## src/rtl/mshr_hazard_scoreboard.sv

```systemverilog
// Load-miss scoreboard: tracks the rd of each outstanding MSHR, stalls execute on
// RAW hazards against pending misses, and suppresses writeback of WAW-stale fills.
module mshr_hazard_scoreboard #(
    parameter int NUM_MSHR = 4,
    parameter int ID_W     = 2
) (
    input  logic            clk,
    input  logic            rst,
    input  logic            ex_valid,
    input  logic [4:0]      ex_reg1,
    input  logic [4:0]      ex_reg2,
    input  logic            alloc_valid,
    input  logic [4:0]      alloc_rd,
    output logic            alloc_ready,
    output logic [ID_W-1:0] alloc_id,
    input  logic            fill_valid,
    input  logic [ID_W-1:0] fill_id,
    output logic            fill_wb_en,
    output logic [4:0]      fill_rd,
    output logic            stall,
    output logic [3:0]      pending_cnt,
    output logic [31:0]     stall_cycles,
    output logic            protocol_err
);

    logic [NUM_MSHR-1:0] live_q, live_d;
    logic [NUM_MSHR-1:0] stale_q, stale_d;
    logic [4:0]          rd_q [NUM_MSHR];
    logic [4:0]          rd_d [NUM_MSHR];
    logic [3:0]          pending_q, pending_d;
    logic [31:0]         stall_cnt_q, stall_cnt_d;
    logic                perr_q, perr_d;

    logic free_found;
    logic fill_hit;
    logic fill_stale;
    logic alloc_acc;
    logic fill_ok;
    logic raw_hit;
    logic bypass_hit;

    // Free-entry search uses registered state only, so a slot freed by a fill
    // this cycle is not offered until the next cycle.
    always_comb begin
        alloc_ready = ~&live_q;
        alloc_id    = '0;
        free_found  = 1'b0;
        for (int i = 0; i < NUM_MSHR; i++) begin
            if (!live_q[i] && !free_found) begin
                alloc_id   = ID_W'(i);
                free_found = 1'b1;
            end
        end
    end

    // Matching by loop keeps out-of-range fill ids harmless (no hit, rd reads 0).
    always_comb begin
        fill_hit   = 1'b0;
        fill_stale = 1'b0;
        fill_rd    = '0;
        for (int i = 0; i < NUM_MSHR; i++) begin
            if (fill_id == ID_W'(i)) begin
                fill_hit   = live_q[i];
                fill_stale = stale_q[i];
                fill_rd    = rd_q[i];
            end
        end
    end

    assign alloc_acc  = alloc_valid && alloc_ready;
    assign fill_ok    = fill_valid && fill_hit;
    assign fill_wb_en = fill_ok && !fill_stale && (fill_rd != 5'd0);

    always_comb begin
        raw_hit = 1'b0;
        for (int i = 0; i < NUM_MSHR; i++) begin
            if (live_q[i] && !stale_q[i] && (rd_q[i] != 5'd0) &&
                ((rd_q[i] == ex_reg1) || (rd_q[i] == ex_reg2))) begin
                raw_hit = 1'b1;
            end
        end
    end

    assign bypass_hit = alloc_acc && (alloc_rd != 5'd0) &&
                        ((alloc_rd == ex_reg1) || (alloc_rd == ex_reg2));
    assign stall      = ex_valid && (raw_hit || bypass_hit);

    always_comb begin
        live_d      = live_q;
        stale_d     = stale_q;
        rd_d        = rd_q;
        pending_d   = pending_q + {3'b000, alloc_acc} - {3'b000, fill_ok};
        stall_cnt_d = (stall && (stall_cnt_q != 32'hFFFF_FFFF)) ? stall_cnt_q + 32'd1 : stall_cnt_q;
        perr_d      = perr_q || (alloc_valid && !alloc_ready) || (fill_valid && !fill_hit);
        for (int i = 0; i < NUM_MSHR; i++) begin
            if (fill_ok && (fill_id == ID_W'(i))) begin
                live_d[i] = 1'b0;
            end
            // A younger load to the same rd makes older fills unable to write back.
            if (alloc_acc && (alloc_rd != 5'd0) && live_q[i] && (rd_q[i] == alloc_rd) &&
                (alloc_id != ID_W'(i))) begin
                stale_d[i] = 1'b1;
            end
            if (alloc_acc && (alloc_id == ID_W'(i))) begin
                live_d[i]  = 1'b1;
                stale_d[i] = 1'b0;
                rd_d[i]    = alloc_rd;
            end
        end
    end

    always_ff @(posedge clk or posedge rst) begin
        if (rst) begin
            live_q      <= '0;
            stale_q     <= '0;
            pending_q   <= '0;
            stall_cnt_q <= '0;
            perr_q      <= 1'b0;
            for (int i = 0; i < NUM_MSHR; i++) begin
                rd_q[i] <= '0;
            end
        end else begin
            live_q      <= live_d;
            stale_q     <= stale_d;
            pending_q   <= pending_d;
            stall_cnt_q <= stall_cnt_d;
            perr_q      <= perr_d;
            for (int i = 0; i < NUM_MSHR; i++) begin
                rd_q[i] <= rd_d[i];
            end
        end
    end

    assign pending_cnt  = pending_q;
    assign stall_cycles = stall_cnt_q;
    assign protocol_err = perr_q;

endmodule

```

## config.mk

```make
export PLATFORM = sky130hd
export DESIGN_NAME = mshr_hazard_scoreboard
export DESIGN_NICKNAME = d
export VERILOG_FILES = /design/src/rtl/mshr_hazard_scoreboard.sv
export SDC_FILE = /design/constraint.sdc
export NUM_CORES = 1
export LEC_CHECK = 0
export BUFFER_PORTS_ARGS = -buffer_cell sky130_fd_sc_hd__buf_2
export CAP_MARGIN = 20
export CORE_MARGIN = 2
export CORE_UTILIZATION = 50
export CTS_CLUSTER_DIAMETER = 200
export DETAILED_ROUTE_END_ITERATION = 10
export GPL_TIMING_DRIVEN = 0
export PLACE_DENSITY = 0.72
export REMOVE_ABC_BUFFERS = 1
export SYNTH_ARGS = -nofsm -noshare
export SYNTH_HDL_FRONTEND = slang
export SYNTH_SLANG_ARGS = --single-unit
```

## constraint.sdc

```tcl
create_clock -name clk -period 4.5 [get_ports clk]
set_input_delay 0.675 -clock clk [delete_from_list [all_inputs] [get_ports clk]]
set_output_delay 0.675 -clock clk [all_outputs]
set_load 0.01 [all_outputs]
```

Yosys cells after proc, flatten, opt, wreduce, memory -nomap -nowiden
Index checks and enable logic that the tools add are counted.
Word-level totals
  register bits after elaboration: 65
  bits of input ports: 22
  output and inout bits: 47
  word-level logic and storage cells: 163
Operators by class
  add/sub/neg operators: 3
  equal/unequal tests: 24
  mux-type cells: 38
  reduce and logical (&&, ||, !) cells: 83
Operators with widths (count)
  $eq 5x5->1: 14
  $logic_and 1x1->1: 45
  $add 32x1->32 const B: 1
  $mux 1: 32
  $ne 32x32->1 const B: 1
  $reduce_bool 5->1: 6
  $mux 5: 4
  $reduce_bool 2->1: 9
  $logic_not 1->1: 12
  $eq 2x2->1 const B: 4
  $logic_or 1x1->1: 8
  $add 4x1->4: 1
  $eq 2x1->1 const B: 2
  $logic_not 2->1: 2
  $mux 2: 2
  $ne 2x2->1 const B: 2
  $reduce_and 4->1: 1
  $sub 4x1->4: 1
  $ne 2x1->1 const B: 1

Longest topological paths before layout
Gate-level depths: netlist of run 1.
  depth after elaboration: 13
  mapped depth: 9
  gate-level depth less buffers: 8

Least setup slack after synthesis of run 1
No wires, ideal clock.
  path kind: input to register
  start: input port fill_id[1]
  end: register pending_q[2], in the netlist pending_cnt[2]
  setup time: 123 ps
  arrival time: 2527 ps
  setup slack: 1851 ps
  cell stages on the path: 9
  buffers on the path: 1
  cells stage by stage: clkbuf_1 > mux4_2 > nand2_1 > nand3_1 > nand2_1 > ha_1 > inv_1 > fa_1 > xnor2_1
On the way
  cells in the longest elaborated chain, start to end: 7
  elaborated cells between the ends (all ways): 10
  those cells by class: 1 x add/sub; 3 x eq/ne; 4 x mux; 2 x reduce/logical
RTL lines
  start, declared: RTL line 17  | input logic [ID_W-1:0] fill_id,
  $logic_not 2->1: RTL line 62  | if (fill_id == ID_W'(i)) begin
  $mux 1 (3 in series): RTL line 62
  $mux 1 *: RTL line 62
  $logic_and 1x1->1 *: RTL line 71  | assign fill_ok = fill_valid && fill_hit;
  $sub 4x1->4 *: RTL line 92  | pending_d = pending_q + {3'b000, alloc_acc} - {3'b000, fill_ok};
  named net pending_d[2]: RTL line 30  | logic [3:0] pending_q, pending_d;
  end signal, assigned: RTL line 125  | pending_q <= pending_d;
  end, declared: RTL line 30
The timed path passes the listed nets; every way through them passes the cells marked *.
A chain may end at the register's enable or synchronous reset.

Final worst setup path of run 1
  start: register rd_q[3] in the netlist's numbering
  end: output port stall
On the way
  cells in the longest elaborated chain, start to end: 6
  elaborated cells between the ends (all ways): 9
  those cells by class: 2 x eq/ne; 1 x mux; 6 x reduce/logical
RTL lines
  start, declared: RTL line 28  | logic [4:0] rd_q [NUM_MSHR];
  start signal, assigned by index: RTL line 129  | rd_q[i] <= rd_d[i];
  $eq 5x5->1 or $reduce_bool 5->1 (tied branches): RTL line 78, 77
  $logic_or 1x1->1 or $logic_and 1x1->1 (tied branches): RTL line 78, 77
  $logic_and 1x1->1 *: RTL line 77  | if (live_q[i] && !stale_q[i] && (rd_q[i] != 5'd0) &&
  $mux 1 *: RTL line 77
  $logic_or 1x1->1 *: RTL line 86  | assign stall = ex_valid && (raw_hit || bypass_hit);
  $logic_and 1x1->1 *: RTL line 86
  end, declared: RTL line 20  | output logic stall,
Mark *: on every way between the ends. The rest lies on a longest branch, timed or not.

==> results of run 1 <==
[cell type report]
type                       count  area (sq um)  share of cell area
sequential                    65          1630               0.337
multi-input combinational    328          2440               0.507
clock buffer                  10           128              0.0264
clock inverter                 6          90.1              0.0187
timing repair buffer          69           360              0.0747
inverter                      12          45.0             0.00933
tap                          105           131              0.0272
[per-stage QoR]
stage | cells | utilization | setup slack [ns]
floorplan | 405 | - | 1.69
global placement | 578 | 0.553 | 1.04
detailed placement | 579 | 0.555 | 1.06
CTS | 595 | 0.581 | 0.775
global route | 595 | 0.581 | 0.507
finish | 595 | 0.581 | 0.733
[power groups by stage]
| stage | Clock, uW | Combinational, uW | Sequential (uW) |
|---|---|---|---|
| global route | 593 | 1090 | 1070 |
| finish | 552 | 986 | 1050 |
| detailed placement | 0 | 989 | 1050 |
| CTS | 564 | 992 | 1040 |
| floorplan | 0 | 744 | 969 |
| global placement | 0 | 955 | 1040 |
[cells by family (layout without fill, tap and decap cells)]
group / after synthesis / after routing / synth area share
adders and majority gates: 5 / 5 / 0.0162
and+or+nand+nor: 168 / 168 / 0.213
AOI/OAI and AO/OA: 31 / 31 / 0.0514
buffers and inverters: 62 / 97 / 0.0598
muxes: 25 / 25 / 0.0841
xor gates and xnor gates: 99 / 99 / 0.200
DFF: 65 / 65 / 0.376
[metal layers]
metal  track usage  vias to the layer above
li1              -                     1605
met1         0.312                     1655
met2         0.351                      104
met3        0.0374                        8
met4        0.0661                        0
met5             0                        -
[layout by cell type, fill, tap and decap left out, types with 4 or more instances in the layout]
master	n
nor3b_1	4
clkbuf_8	9
xnor2_1	70
a21oi_1	5
nand3_1	32
a31oi_1	5
nand2_1	38
nand4_1	18
mux2_2	15
and3_1	15
inv_1	11
xor2_1	29
dfrtp_1	65
or4_1	4
ha_1	4
nor2_1	19
mux4_2	7
nor3_1	12
o21ai_0	4
and2_1	4
buf_2	68
[worst reg2reg max path, delay by kind of cell (launching register included)]
kind / cells / cell delay, ns
AO/OA/AOI/OAI: 1 / 0.19
multiplexers: 1 / 0.29
flip-flops: 1 / 0.47
AND/OR/NAND/NOR: 5 / 1.97
[cell usage after synthesis (all sizes together)]
cell type  count
mux4           7
nand3b         1
nor2b          2
clkbuf        38
mux2          18
inv           12
nor4           4
o21ai          7
and2           5
xnor2         70
nor2          19
xor2          29
a211oi         1
or4            4
nand4b         1
nor3b          4
a41oi          5
and3          17
nand3         33
a22oi          1
or3            1
nand2b         3
o311a          1
or2            2
and4           3
buf           12
dfrtp         65
a21o           2
ha             4
nor3          12
o22ai          2
o21a           1
nand4         19
fa             1
a21oi          5
a21boi         1
a31oi          5
nand2         38
[sequential cells by signal, summed over array words and instances, names as in the netlist]
name / cells
live_q: 4
pending_cnt: 4
protocol_err: 1
rd_q: 20
stale_q: 4
stall_cycles: 32
[how the worst max path moves through the flow]
stage | start | endpoint | slack, ns | depth (start not counted)
2_1_floorplan | rd_q[3] | stall | 1.69 | 6
3_3_place_gp | alloc_rd[2] | stall | 1.04 | 7
3_5_place_dp | alloc_rd[2] | stall | 1.06 | 7
4_1_cts | rd_q[3] | stall | 0.78 | 7
5_1_grt | rd_q[3] | stall | 0.51 | 7
6_report | rd_q[3] | stall | 0.73 | 7
==> flow_summary.toml, run 1 <==
[global_route]
antenna_found_initial = 0
grt_max_degree = 40
track_usage = 0.221
grt_pass1_vias = 3291
grt_overflow = 0
grt_pass1_wl_um = 16900

[clock_network]
cts_tree = "yes"
hold_buffers = 0
cts_setup_buffers = 0
cts.sinks = 65
cts_htree_levels = 3
clock_latency_ns = 0.35
cts_buffer_depth = 2
cts_root_buf = "clkbuf_8"
clkSlewWorstSetupHoldPaths_ns = 0.08
cts_buffers = 9
ctsResizeCount = 0

[drt]
dr.max_layer_used = "met4"
wl_met3_um = 668
dr.pass1.iters = 4
wl_met1_um = 4530
drc = 0
vias = 3372
met2_wirelength_um = 4600
viasPerCell = 5.67
ant_nets = 0
drt_iter0_drc = 244
drt_wl_total_um = 9900
post_drt_wl_per_cell_um = 16.6

[placed_design]
place.gp.congestion = 0.887
placement.cell_area_sq_um = 4610
port-buffer-count = 68
dp_hpwl_um = 7070

[yosys]
ys_ff_latch = 65
ys_top_cells_by_area = "dfrtp_1, xnor2_1, xor2_1"
synth_top_area_frac = 0.376
yosys_warnings = 0
synth_cells = 455
seq_area_frac_synth = 0.376
syn_area_per_cell_sq_um = 9.52
yosysTopAreaCell = "dfrtp_1"
synthesis.area_sq_um = 4330
synth_cell_types = 50

[layout]
final_area_sq_um = 4830
nFillCells = 746
area_growth_pct = 11.4
drive_gt1_frac = 0.245
num_antenna_cells = 0
layout.nets = 512

[power]
design_power_total_uw = 2580
p_int_uw = 1570
powerDensity_nw_per_um2 = 535
p_leak_uw = 0.00217
switching_share = 0.393
switching_power_uw = 1010
irDropWorstVdd_v = 0.000203
clockPowerShare = 0.214
p_comb_frac = 0.382
power_frac_seq = 0.405

[critical_path]
critPathBufInv = 1
critPathMaxStageDelay_ns = 0.71
r2r_slack_ns = 1.47
cpMaxStageDelayCell = "nand4b_2"
cp-start-kind = "register"
arrival_ns = 3.09
rr_endpoint = "stall_cycles[1]"
crit_fanout = 32
worst_r2r_path_depth = 7
critPathTopFamily = "simple AND/OR/NAND/NOR gates"
end_kind = "output pin"
worstPathRequired_ns = 3.83
r2r_start = "rd_q[3]"
path_cells = "or4_1, nor2_1, nor3b_1, a22oi_2, nand4b_2, and2_4, buf_2"
worstSetupPathType = "register to output pin"

[sta]
setup-tns-final_ns = 0
max_slew_margin = 0.413
rsz0062_at_grt = "false"
hold_violations = 0
slew_violations = 0
hold_slack_ns = 0.397
timing.final.crit_share = 0.837
tightest_slew_ns = 0.877
fmax_mhz = 265
post-route-min-period_ns = 3.77
clock_skew_ns = 0.0167
setup_viol = 0

[floorplan]
die_area_sq_um = 9420
rows = 33
chipHeight_um = 97.1
ios = 69
start_util = 0.522
die_x_um = 97.1
core-area_sq_um = 8300

[hold_path]
hp-class = "primary input to async pin"

[run_status]
status = "complete, no violations"

[flow_run]
drv_cap = 0
Note: power is estimated with default switching activity, not from simulation.
==> inputs of run 2 (changes only) <==
ABC_AREA = 1   (was not set)
PLACE_DENSITY = 0.74   (was 0.72)
clock period = 3.3 ns   (was 4.5 ns; I/O delays follow)
==> run 2 against run 1 <==
Core utilization is 1.4 points lower. Register-to-register slack worse by 0.70 ns. Non-clock buffer count stayed put. Count of clock-buffer cells in the layout stayed put. Worst setup slack better by 0.037 ns. Sequential power is 27% higher. Global-route usage is 4.6 points higher. Critical path depth is 1 higher. Die area is 13% higher. Wire length is 40% higher. Final area is 14% higher. Critical path type is now register to register. First-iteration DRC count is 64% higher.
==> flow_summary.toml, run 2 <==
[yosys]
ys_top_cells_by_area = "dfrtp_1, nand2_1, xor2_1"
synth_cell_types = 38
synthesis.area_sq_um = 4930
synth_top_area_frac = 0.330
synth-main-ff-cell = "dfrtp_1"
synth_most_common_cell = "nand2_1"
synth_cells = 716
ys_async_sr_fraction = 1.00
synth.cells.most_frequent = "nand2_1, inv_1, dfrtp_1, nor2_1, xor2_1"
ys_ff_latch = 65
synth_edf_count = 0
seq_area_frac_synth = 0.330
yosys_warnings = 0
syn_area_per_cell_sq_um = 6.89
yosysTopAreaCell = "dfrtp_1"

[clock_network]
cts_htree_levels = 3
cts_root_buf = "clkbuf_8"
hold_buffers = 0
cts_buffers = 9
cts_setup_buffers = 0
cts.sinks = 65
cts_tree = "yes"
clkSlewWorstSetupHoldPaths_ns = 0.07
cts_buffer_depth = 2
clock_latency_ns = 0.37
ctsResizeCount = 0

[sta]
hold_violations = 0
rsz0062_at_grt = "false"
setup-tns-final_ns = 0
post-route-min-period_ns = 2.53
hold_slack_ns = 0.298
setup_viol = 0
timing.final.crit_share = 0.767
fmax_mhz = 395
slew_violations = 0
tightest_slew_ns = 0.833
max_slew_margin = 0.444
clock_skew_ns = 0.0114

[layout]
num_antenna_cells = 0
area_growth_pct = 11.4
drive_gt1_frac = 0.137
largest_register_ffs = 32
final_common_cell = "nand2_1"
final_cell_mix = "nand2_1, inv_1, buf_2"
nFillCells = 947
final_area_sq_um = 5490
layout.nets = 788

[power]
switching_power_uw = 1700
switching_share = 0.455
design_power_total_uw = 3730
powerDensity_nw_per_um2 = 679
power_frac_seq = 0.356
p_int_uw = 2030
p_comb_frac = 0.433
p_leak_uw = 0.00284
clockPowerShare = 0.211
irDropWorstVdd_v = 0.000322

[placed_design]
port-buffer-count = 68
place.gp.congestion = 0.984
placement.cell_area_sq_um = 5270
dp_hpwl_um = 10100

[drt]
drt_iter0_drc = 400
drt_wl_total_um = 13800
viasPerCell = 5.40
dr.pass1.iters = 5
post_drt_wl_per_cell_um = 15.4
ant_nets = 0
drc = 0
vias = 4855

[floorplan]
core-area_sq_um = 9680
chipHeight_um = 103
rows = 36
die_x_um = 103
die_area_sq_um = 10700
start_util = 0.509
ios = 69

[critical_path]
critPathMostFrequentCell = "nand2_1"
cpMaxStageDelayCell = "nand3_4"
end_kind = "register"
worstSetupPathType = "register to register"
arrival_ns = 2.83
path_cells = "ha_1, nand3_2, inv_1, and3_1, nand4_4, nand3_4, nand2_1, nand2_1"
worstPathRequired_ns = 3.60
cp-start-kind = "register"
crit_fanout = 33
critPathMaxStageDelay_ns = 0.53

[global_route]
grt_pass1_vias = 4398
grt_pass1_wl_um = 22000
grt_overflow = 0
grt_max_degree = 38
antenna_found_initial = 0
track_usage = 0.267

[run_status]
status = "complete, no violations"

[flow_run]
drv_cap = 0

[hold_path]
hp-class = "primary input to async pin"
## run 2: cell types whose count changed in the layout (fill, tap and decap cells not counted), sizes merged, moves of 11 or more
cell	delta
nor2	+45
inv	+67
xnor2	-49
nand4	+20
xor2	+17
mux2	-18
nor3	+17
and3	-15
o21ai	+29
a21oi	+11
nand2	+192
## run 2: metrics by stage
stage	setup slack, ns	std cells	utilization
floorplan	1.18	681	-
global placement	0.357	882	0.542
detailed placement	0.734	883	0.544
CTS	0.795	899	0.567
global route	0.559	899	0.567
finish	0.770	899	0.567
## run 2: final timing paths
| check | from | to | slack, ns | depth (start not counted) |
|---|---|---|---|---|
| max in group asynchronous | rst | stall_cycles[15] | 2.37 | 3 |
| max | stall_cycles[0] | stall_cycles[0] | 0.77 | 8 |
| min in group clk | alloc_valid | protocol_err | 0.44 | 3 |
| max reg2reg | stall_cycles[0] | stall_cycles[0] | 0.77 | 8 |
| min | rst | stall_cycles[2] | 0.30 | 2 |
| min reg2reg | pending_cnt[0] | pending_cnt[0] | 0.51 | 1 |
## run 2: final cells by class
type	count	area, sq um	area share
clock inverters	6	90.1	0.0164
repair buffers	69	360	0.0656
clock buffers	10	138	0.0251
multi-input cells	537	2820	0.513
flip-flops and latches	65	1630	0.296
well taps	133	166	0.0303
inverters	79	297	0.0540
## run 2: power groups by stage
stage	logic, uW	clock network [uW]	registers (uW)
floorplan	1140	0	1260
global placement	1540	0	1320
detailed placement	1600	0	1330
CTS	1610	797	1320
global route	1830	835	1360
finish	1620	787	1330
## run 2: metal layers
layer / GRT usage / vias to the layer above / routed length (um)
li1: - / 2389 / -
met4: 0.0830 / 0 / 148
met5: 0 / - / 0
met1: 0.403 / 2261 / 6380
met3: 0.0430 / 16 / 1040
met2: 0.392 / 189 / 6270
## run 2: logic make-up after synthesis
| family | count (synthesis) | share of synthesized area |
|---|---|---|
| flops | 65 | 0.330 |
| xor+xnor | 67 | 0.119 |
| simple gates | 394 | 0.354 |
| buf+inv | 114 | 0.0990 |
| compound gates | 71 | 0.0837 |
| fa+ha+maj | 5 | 0.0142 |
## run 2: critical path: cells and delay by family, from the launching register on
kind	cells	cell delay, ns
buffers and inverters	1	0.12
and+or+nand+nor	6	1.61
adders and majority gates	1	0.29
DFF	1	0.42
==> inputs of run 3 (changes only) <==
ABC_AREA = 0   (was 1)
PLACE_DENSITY = 0.72   (was 0.74)
clock period = 2.6 ns   (was 3.3 ns; I/O delays follow)
==> run 3 against run 2 <==
First-iteration DRC count fell by 28%. Sequential share of layout area rose by 3.4 points. Register-to-register slack got worse by 0.63 ns. Highest routed layer unchanged. Core utilization rose by 3.0 points. Combinational power rose by 21%. The flow now finishes with violations (setup timing).
==> flow_summary.toml, run 3 (synthesis results as in run 1) <==
[critical_path]
critPathTopFamily = "simple AND/OR/NAND/NOR gates"
crit_fanout = 6
critPathMaxStageDelay_ns = 0.52
cp-start-kind = "register"
critPathBufInv = 1
worstPathRequired_ns = 2.21
end_kind = "output pin"
rr_endpoint = "stall_cycles[10]"
path_cells = "or4_4, nor2_4, nor3b_2, a22oi_2, nand4b_4, and2_4, buf_6"
worstSetupPathType = "register to output pin"
r2r_slack_ns = 0.14
worst_r2r_path_depth = 8
cpMaxStageDelayCell = "or4_4"
r2r_start = "rd_q[1]"
arrival_ns = 2.24

[clock_network]
hold_buffers = 0
cts.sinks = 65
clkSlewWorstSetupHoldPaths_ns = 0.08
cts_root_buf = "clkbuf_8"
cts_buffers = 9
cts_buffer_depth = 2
cts_htree_levels = 3
cts_tree = "yes"
clock_latency_ns = 0.35

[run_status]
violations = "setup timing"
status = "complete, but fails checks"

[power]
irDropWorstVdd_v = 0.000359
p_leak_uw = 0.00222
powerDensity_nw_per_um2 = 947

[sta]
setup_viol = 1
post-route-min-period_ns = 2.63
fmax_mhz = 380
setup_slack_ns = -0.0284
slew_violations = 0
max_slew_margin = 0.495
hold_slack_ns = 0.109
clock_skew_ns = 0.0161
setup-tns-final_ns = -0.0284
rsz0062_at_grt = "true"
timing.final.crit_share = 1.01
tightest_slew_ns = 0.752
hold_violations = 0

[placed_design]
port-buffer-count = 68
dp_cells = 579
place.gp.congestion = 0.887
dp_hpwl_um = 7070

[drt]
post_drt_wl_per_cell_um = 17.4
dr.pass1.iters = 5
drt_iter0_drc = 289
vias = 3460
viasPerCell = 5.72
drc = 0
ant_nets = 0
drt_wl_total_um = 10500

[global_route]
grt_max_degree = 40
busiest_layer = "met2"
grt_pass1_vias = 3393
grt_pass1_wl_um = 17600
track_usage = 0.231
grt_use_met3 = 0.0482
grt_use_met2 = 0.376
grtUsageMet1 = 0.316
grt_overflow = 0
antenna_found_initial = 0

[layout]
largest_register_ffs = 32
num_antenna_cells = 0
layoutNonFillerInstCount = 605
drive_gt1_frac = 0.282
area_growth_pct = 14.4
final_cell_mix = "xnor2_1, buf_2, dfrtp_1"
final_common_cell = "xnor2_1"
layout.nets = 522

[floorplan]
chipHeight_um = 97.1
ios = 69
core-area_sq_um = 8300
start_util = 0.522
rows = 33
die_x_um = 97.1
die_area_sq_um = 9420

[hold_path]
hp-class = "primary input to async pin"

[flow_run]
drv_cap = 0
==> run 3: report_power, final <==
| group | switching [uW] | total, uW | internal, uW |
|---|---|---|---|
| registers | 489 | 1780 | 1290 |
| clock network | 413 | 957 | 544 |
| logic | 944 | 1960 | 1010 |
| total | 1850 | 4690 | 2850 |
==> run 3: through the flow <==
stage / util / setup slack [ns] / instance area [sq um] / total power [uW]
floorplan: - / 0.0390 / 4120 / 2960
global placement: 0.553 / -0.482 / 4590 / 3460
detailed placement: 0.555 / -0.440 / 4610 / 3530
CTS: 0.591 / 0.00201 / 4910 / 4640
global route: 0.597 / -0.100 / 4950 / 4990
finish: 0.597 / -0.0284 / 4950 / 4690
==> run 3: layout make-up <==
class	count	area, sq um
inverter	12	45.0
timing repair buffer	78	434
fill	733	3340
tap	105	131
multi-input combinational	329	2490
sequential	65	1630
clock inverter	6	90.1
clock buffer	10	128
==> run 3: timing repair <==
| item | CTS | global route |
|---|---|---|
| gates cloned | 1 | 0 |
| setup endpoints to repair | 27 | 5 |
| resized for setup | 7 | 7 |
| pin swaps | 1 | 3 |
| setup buffers | 6 | 3 |
| endpoints found under the hold margin | 0 | 0 |
==> run 3: per-layer routing <==
metal / wire length (um) / vias to the layer above / share of wire
li1: - / 1631 / -
met1: 4690 / 1670 / 0.45
met2: 4910 / 142 / 0.47
met3: 768 / 17 / 0.073
met4: 144 / 0 / 0.014
met5: 0 / - / 0
==> run 3: worst max path at each step <==
| stage | start | endpoint | slack (ns) | cells after the start |
|---|---|---|---|---|
| finish | rd_q[1] | stall | -0.03 | 7 |
| global route | rd_q[2] | stall | -0.10 | 7 |
| CTS | rd_q[11] | stall | 0.002 | 7 |
| detailed placement | rd_q[3] | stall | -0.44 | 7 |
| global placement | rd_q[3] | stall | -0.48 | 7 |
| floorplan | rd_q[3] | stall_cycles[1] | 0.04 | 7 |
